<file path="src/rtl/uart_buffer_pkg.sv">
// Shared sizing for the UART RX/TX byte buffers.
// Holds the default FIFO depth, pointer width and the UART byte width.
package uart_buffer_pkg;

    localparam int DATA_W      = 8;
    localparam int FIFO_DEPTH  = 16;
    localparam int FIFO_ADDR_W = 4;

    typedef logic [DATA_W-1:0] uartByte_t;

endpackage

</file>
<file path="src/rtl/uart_fifo.sv">
// Byte FIFO storage with head/tail pointers.
// Synchronous write at the tail, first-word-fall-through read at the head.
// Pointers are ADDR_W bits wide, so they wrap modulo DEPTH on their own.
// The caller decides when a write or pop is legal; no checking is done here.
module uart_fifo
    import uart_buffer_pkg::*;
#(
    parameter int DEPTH  = FIFO_DEPTH,
    parameter int ADDR_W = FIFO_ADDR_W
) (
    input  logic              clk,
    input  logic              rst,
    input  logic              wrEn,
    input  uartByte_t         wrData,
    input  logic              rdEn,
    output uartByte_t         rdData
);

    uartByte_t         mem [DEPTH];
    logic [ADDR_W-1:0] headPtr;
    logic [ADDR_W-1:0] tailPtr;

    // Pointer advance on accepted write/pop; cleared asynchronously by reset.
    always_ff @(posedge clk or posedge rst) begin
        if (rst) begin
            headPtr <= '0;
            tailPtr <= '0;
        end else begin
            if (wrEn) tailPtr <= tailPtr + 1'b1;
            if (rdEn) headPtr <= headPtr + 1'b1;
        end
    end

    // Storage array, not reset: contents are only visible through the count.
    always_ff @(posedge clk) begin
        if (wrEn) mem[tailPtr] <= wrData;
    end

    assign rdData = mem[headPtr];

endmodule

</file>
<file path="src/rtl/uart_rx_buffer.sv">
// Receive-side byte buffer between the UART receiver and a consumer.
// Adds push/pop handshake, occupancy count and status flags on top of
// uart_fifo. All status outputs derive from the registered count.
// Optional overflow sticky flag: define UART_RX_BUFFER_OVERRUN_EN to add
// the overrun/overrunClr ports; otherwise overflow bytes vanish silently.
module uart_rx_buffer
    import uart_buffer_pkg::*;
#(
    parameter int DEPTH  = FIFO_DEPTH,
    parameter int ADDR_W = FIFO_ADDR_W
) (
    input  logic              clk,
    input  logic              rst,
    input  logic [DATA_W-1:0] rxData,
    input  logic              rxDone,
    output logic [DATA_W-1:0] dataOut,
    output logic              dataValid,
    input  logic              dataRead,
    output logic              empty,
    output logic              full,
    output logic [ADDR_W:0]   count
`ifdef UART_RX_BUFFER_OVERRUN_EN
    ,
    output logic              overrun,
    input  logic              overrunClr
`endif
);

    localparam logic [ADDR_W:0] FULL_COUNT = (ADDR_W+1)'(DEPTH);

    logic      pop;
    logic      push;
    uartByte_t fifoHead;

    assign empty     = (count == '0);
    assign full      = (count == FULL_COUNT);
    assign dataValid = ~empty;

    // A pop frees a slot in the same edge, so a full FIFO still takes a byte
    // when it is read at the same time.
    assign pop  = dataRead & ~empty;
    assign push = rxDone & (~full | pop);

    // Hide stale storage while nothing is held.
    assign dataOut = empty ? '0 : fifoHead;

    uart_fifo #(
        .DEPTH  (DEPTH),
        .ADDR_W (ADDR_W)
    ) uFifo (
        .clk    (clk),
        .rst    (rst),
        .wrEn   (push),
        .wrData (rxData),
        .rdEn   (pop),
        .rdData (fifoHead)
    );

    // Occupancy count: +1 on push only, -1 on pop only, hold otherwise.
    always_ff @(posedge clk or posedge rst) begin
        if (rst) begin
            count <= '0;
        end else if (push && !pop) begin
            count <= count + 1'b1;
        end else if (pop && !push) begin
            count <= count - 1'b1;
        end
    end

`ifdef UART_RX_BUFFER_OVERRUN_EN
    logic drop;

    assign drop = rxDone & full & ~pop;

    // Sticky overflow flag; a new drop wins over a clear in the same cycle.
    always_ff @(posedge clk or posedge rst) begin
        if (rst) begin
            overrun <= 1'b0;
        end else if (drop) begin
            overrun <= 1'b1;
        end else if (overrunClr) begin
            overrun <= 1'b0;
        end
    end
`endif

endmodule

</file>
<file path="config.mk">
export PLATFORM = sky130hd
export DESIGN_NAME = uart_rx_buffer
export DESIGN_NICKNAME = d
export VERILOG_FILES = /design/src/rtl/uart_buffer_pkg.sv /design/src/rtl/uart_fifo.sv /design/src/rtl/uart_rx_buffer.sv
export SDC_FILE = /design/constraint.sdc
export NUM_CORES = 1
export LEC_CHECK = 0
export BUFFER_PORTS_ARGS = -buffer_cell sky130_fd_sc_hd__buf_2
export CAP_MARGIN = 10
export CORE_MARGIN = 2
export CORE_UTILIZATION = 61
export DETAILED_ROUTE_END_ITERATION = 6
export PLACE_DENSITY = 0.79
export SLEW_MARGIN = 40
export SYNTH_ARGS = -nofsm -noshare
export SYNTH_HDL_FRONTEND = slang
export SYNTH_SLANG_ARGS = --single-unit
</file>
<file path="constraint.sdc">
create_clock -name clk -period 4.4 [get_ports clk]
set_input_delay 0.88 -clock clk [delete_from_list [all_inputs] [get_ports clk]]
set_output_delay 0.88 -clock clk [all_outputs]
set_load 0.1 [all_outputs]
</file>
==> flow_summary.yaml, run 1 <==
outcome:
  status: "finished, final reports clean"
grt:
  grt_max_degree: 28
  grt_pass1_wl_mm: 16.8
  grt_overflow: 0
  antenna_found_initial: 0
  grt_pass1_vias: 2964
  grt_usage_pct: 23.3
clock_tree:
  cts_buffer_depth: 2
  clk-insertion-delay-late_ns: 0.51
  clk_pin_slew_ns: 0.06
  cts_setup_buffers: 0
  cts_tree: "yes"
  post_cts_resize_count: 0
  hold_buffers: 0
  htree_levels: 4
  numCtsBuffers: 17
  cts-root-buf: "clkbuf_8"
  numClockSinks: 141
yosys:
  ys_top_cells_by_area: "edfxtp_1 (66%), mux4_2 (12%), dfrtp_1 (5.6%)"
  synth_edf_count: 128
  synthAdderAreaFrac_pct: 2.29
  synth-simple-area-share_pct: 3.63
  synth_compound_area_share_pct: 3.09
  synth_top_area_share_pct: 66.5
  avgSynthCellArea_um2: 19.3
  yosysSeqAreaShare_pct: 72.1
  synth_top_family_by_area: "multiplexers"
  synth_fp_nets: 322
  yosysMostFrequentCell: "edfxtp_1"
  synth_area_mm2: 0.00578
  synthTopCellsByCount: "edfxtp_1 (128), mux4_2 (32), dfrtp_1 (13), o21ai_0 (11)"
  synth.distinct_cells: 35
  synthMuxAreaShare_pct: 15.8
  ys.flop_type: "edfxtp_1"
  ys_ff_latch: 141
  yosysWarnings: 0
  synth_xor_area_share_pct: 1.36
  async_reset_ff_share_pct: 9.22
  postSynthCellCount: 300
  synth_top_area_cell: "edfxtp_1"
routing:
  via_per_inst: 5.96
  dr.pass1.iters: 4
  drt-total-wl_mm: 10.7
  drc: 0
  wl_per_cell_um: 22.3
  via_count: 2848
  drtAntennaViolNets: 0
  drt_iter0_drc: 270
layout:
  fin_area_mm2: 0.00661
  fin_nets: 359
  fillers: 585
  multi_input_area_mm2: 0.00155
  antenna_cells: 0
  final_cells: 478
  drive_gt1_share_pct: 34.1
  area_growth_pct: 14.3
  seq_area_mm2: 0.00417
floorplan:
  rows: 35
  fp.dieArea_mm2: 0.0103
  die_x_um: 101
  io_pins: 28
  initial_core_util_pct: 62.6
  die_y_um: 101
  core_region_area_mm2: 0.00924
sta:
  period_minus_slack_ns: 3.65
  rsz0062_at_grt: "no"
  clock_skew_ns: 0.00638
  slew_violations: 0
  final.setup.tns_ns: 0
  finalCritPeriodShare_pct: 83.0
  fmax_mhz: 274
  tightest_slew_ns: 0.780
  slew_headroom_pct: 47.8
  hold_viol_final: 0
  finalSetupViolations: 0
critical_path:
  start_kind: "flip-flop"
  setup.reg_to_reg.worst_slack_ns: 0.89
  worst_ep_arrival_time_ns: 2.77
  worstSetupStartpoint: "uFifo.headPtr[1]"
  cp-end-kind: "output port"
  crit_fanout: 20
  required_ns: 3.52
  critPathKind: "flip-flop to output port"
  r2r-start: "count[0]"
placed_design:
  io_buffer_count: 27
  routabilityCongestion: 0.788
  hpwlAfterDp_mm: 6.42
  dp.cells: 447
  placed_cell_area_mm2: 0.00608
flow_run:
  cap_violations: 0
min_path:
  min_path_type: "primary input to async pin"
## final timing paths
kind	end	depth (start not counted)
hold reg to reg	count[3]	2
setup reg to reg	count[4]	10
setup / recovery	dataOut[2]	5
min in group clk	count[3]	2
hold / removal	uFifo.headPtr[0]	2
max in group asynchronous	uFifo.headPtr[1]	2
## stage by stage
stage	worst slack, ns	utilization (%)	hold WS [ns]
3_5_place_dp	0.968	65.8	0.547
5_1_grt	0.572	71.5	0.427
3_3_place_gp	1.06	65.8	0.542
6_report	0.749	71.5	0.384
2_1_floorplan	0.487	-	0.584
4_1_cts	0.672	71.5	0.380
## cell families after synthesis
kind of cell | Yosys count
multiplexers | 50
buffers and inverters | 22
adder cells (fa/ha/maj) | 10
XOR/XNOR | 9
AO/OA/AOI/OAI | 29
AND/OR/NAND/NOR | 39
flip-flops | 141
## sequential cells by signal, indices dropped and copies added (netlist names)
| signal | cells |
|---|---|
| count | 5 |
| uFifo.mem | 128 |
| uFifo.tailPtr | 4 |
| uFifo.headPtr | 4 |
## metal layers
layer / wire [um] / GRT usage, %
met2: 5490 / 37.4
met5: 0 / 0
met3: 509 / 6.21
met4: 73 / 6.24
met1: 4590 / 32.4
## placed cells by master (no fill, tap or decap), types with 2 or more instances in the layout
master      instances
mux2i_1             8
buf_2              27
clkinvlp_4          2
nor2_2              2
and3_2              2
mux4_2             32
edfxtp_1          128
ha_1                9
xor2_1              2
and2_1              4
nor2_1              6
nand2_1             7
xnor2_1             7
clkinv_1            3
buf_4               6
inv_1               6
a21oi_1             2
nor3_1              5
dfrtp_1            12
nand3_1             6
a21oi_2             8
and3_1              2
clkbuf_16          16
o21ai_0            11
mux2_2             10
clkinv_2            4
clkinv_4            3
a21o_1              3
## critical path: stages (launching register included)
cell and delay [ns]:
dfrtp_2 0.77, mux4_2 0.57, mux2_2 0.29, o21ai_0 0.23, a21oi_2 0.06, buf_2 0.33
## cell type report
cell class / instances / area share (%)
tap: 129 / 2.44
clock buffer: 18 / 6.32
sequential: 141 / 63.1
clock inverter: 13 / 1.55
timing repair buffer: 33 / 2.73
multi-input combinational: 137 / 23.4
inverter: 7 / 0.435
Power of run 1 is not shown: default switching activity piles up to over one toggle a cycle in this logic, so the estimate is an artifact.
==> run 2, diff against run 1 <==
==> constraint.sdc (replaced) <==
create_clock -name clk -period 3.4 [get_ports clk]
set_input_delay 0.68 -clock clk [delete_from_list [all_inputs] [get_ports clk]]
set_output_delay 0.68 -clock clk [all_outputs]
set_load 0.1 [all_outputs]
==> flow_summary.yaml, run 2 (same netlist as run 1, synthesis figures left out) <==
outcome:
  status: "finished, final reports clean"
clock_tree:
  clk-insertion-delay-late_ns: 0.51
  numClockSinks: 141
  cts_buffer_depth: 2
  cts_tree: "yes"
  post_cts_resize_count: 1
  htree_levels: 4
  hold_buffers: 0
  cts-root-buf: "clkbuf_8"
  clk_pin_slew_ns: 0.06
  numCtsBuffers: 17
  cts_setup_buffers: 0
layout:
  layout_commonest_cell: "edfxtp_1"
  largest_register_ffs: 128
  antenna_cells: 0
  largest-register: "uFifo.mem"
  final_cell_mix: "edfxtp_1 (128), mux4_2 (32), buf_2 (26)"
  fin_nets: 365
  reg.largest.list: "uFifo.mem (128), count (5)"
  fin_util_pct: 74.0
  area_growth_pct: 18.2
  drive_gt1_share_pct: 38.2
  fin_area_mm2: 0.00684
critical_path:
  worst_ep_arrival_time_ns: 2.60
  cp-end-kind: "output port"
  r2r-start: "count[0]"
  cpPeakStageDelay_ns: 0.52
  reg2regPathDepth: 10
  r2r-end: "count[4]"
  required_ns: 2.72
  start_kind: "flip-flop"
  crit_fanout: 21
  critPathSlowestCell: "mux4_2"
  path_cells: "buf_12 -> mux4_2 -> mux2_2 -> o21ai_0 -> a21oi_4 -> buf_2"
  critPathKind: "flip-flop to output port"
  setup.reg_to_reg.worst_slack_ns: 0.17
routing:
  via_per_inst: 5.99
  wl_per_cell_um: 22.9
  dr.pass1.iters: 5
  drtAntennaViolNets: 0
  drc: 0
  drt-total-wl_mm: 11.1
  via_count: 2906
  drt_iter0_drc: 178
floorplan:
  die_y_um: 101
  core_region_area_mm2: 0.00924
  rows: 35
  fp.dieArea_mm2: 0.0103
  io_pins: 28
  die_x_um: 101
  initial_core_util_pct: 62.6
sta:
  fmax_mhz: 305
  final.setup.tns_ns: 0
  hold_viol_final: 0
  period_minus_slack_ns: 3.28
  slew_headroom_pct: 42.2
  rsz0062_at_grt: "no"
  slew_violations: 0
  tightest_slew_ns: 0.867
  finalCritPeriodShare_pct: 96.5
  clock_skew_ns: 0.00622
  finalSetupViolations: 0
grt:
  antenna_found_initial: 0
  grt_overflow: 0
  grt_pass1_vias: 2944
  grt_usage_pct: 23.9
  grt_max_degree: 22
  grt_pass1_wl_mm: 17.0
placed_design:
  routabilityCongestion: 0.799
  placed_cell_area_mm2: 0.00622
  io_buffer_count: 27
  hpwlAfterDp_mm: 6.57
min_path:
  min_path_type: "primary input to async pin"
flow_run:
  cap_violations: 0
-- run 2: cell types whose count changed in the layout (fill, tap and decap cells not counted), moves of 3 or more --
cell / delta
a21oi_4: +8
dfrtp_1: -5
bufinv_16: +3
o21ai_0: -6
dfrtp_2: +4
buf_4: +6
o21ai_1: +6
a21oi_2: -8
-- run 2: how the worst max path moves through the flow --
stage                     start          to  slack, ns  depth (start not counted)
3_3_place_gp           count[0]    count[4]       0.22                         10
3_5_place_dp           count[0]    count[4]       0.17                         10
2_1_floorplan          count[0]    count[4]       0.02                         10
6_report       uFifo.headPtr[1]  dataOut[5]       0.12                          6
5_1_grt        uFifo.headPtr[1]  dataOut[5]      0.005                          6
4_1_cts        uFifo.headPtr[1]  dataOut[0]       0.02                          6
-- run 2: worst max-delay path, delay by kind of cell (launching register included) --
kind	cells	cell delay, ns
AO/OA/AOI/OAI	2	0.33
buffers and inverters	2	0.52
flip-flops	1	0.39
multiplexers	2	0.84
-- run 2: cell type report --
cell class	count	area [um^2]
fillers	527	2400
multi-input cells	137	1620
repair buffers	39	240
inverters	7	28.8
clock inverters	14	194
well taps	129	161
flip-flops and latches	141	4180
clock buffers	18	418
-- run 2: stage by stage --
step / hold slack, ns / setup WS, ns / std cells
after CTS: 0.190 / 0.0194 / 485
after floorplan: 0.557 / 0.0226 / 300
after detailed placement: 0.519 / 0.166 / 453
after global placement: 0.516 / 0.218 / 453
final: 0.192 / 0.119 / 485
after global routing: 0.225 / 0.00495 / 485
-- run 2: metal layers --
| metal | vias up | wire (um) | track usage, % |
|---|---|---|---|
| met5 | - | 0 | 0 |
| met4 | 0 | 264 | 10.3 |
| met3 | 21 | 608 | 6.35 |
| met1 | 1485 | 4720 | 32.8 |
| li1 | 1297 | - | - |
| met2 | 103 | 5500 | 36.9 |
Power of run 2 is left out for the same reason.
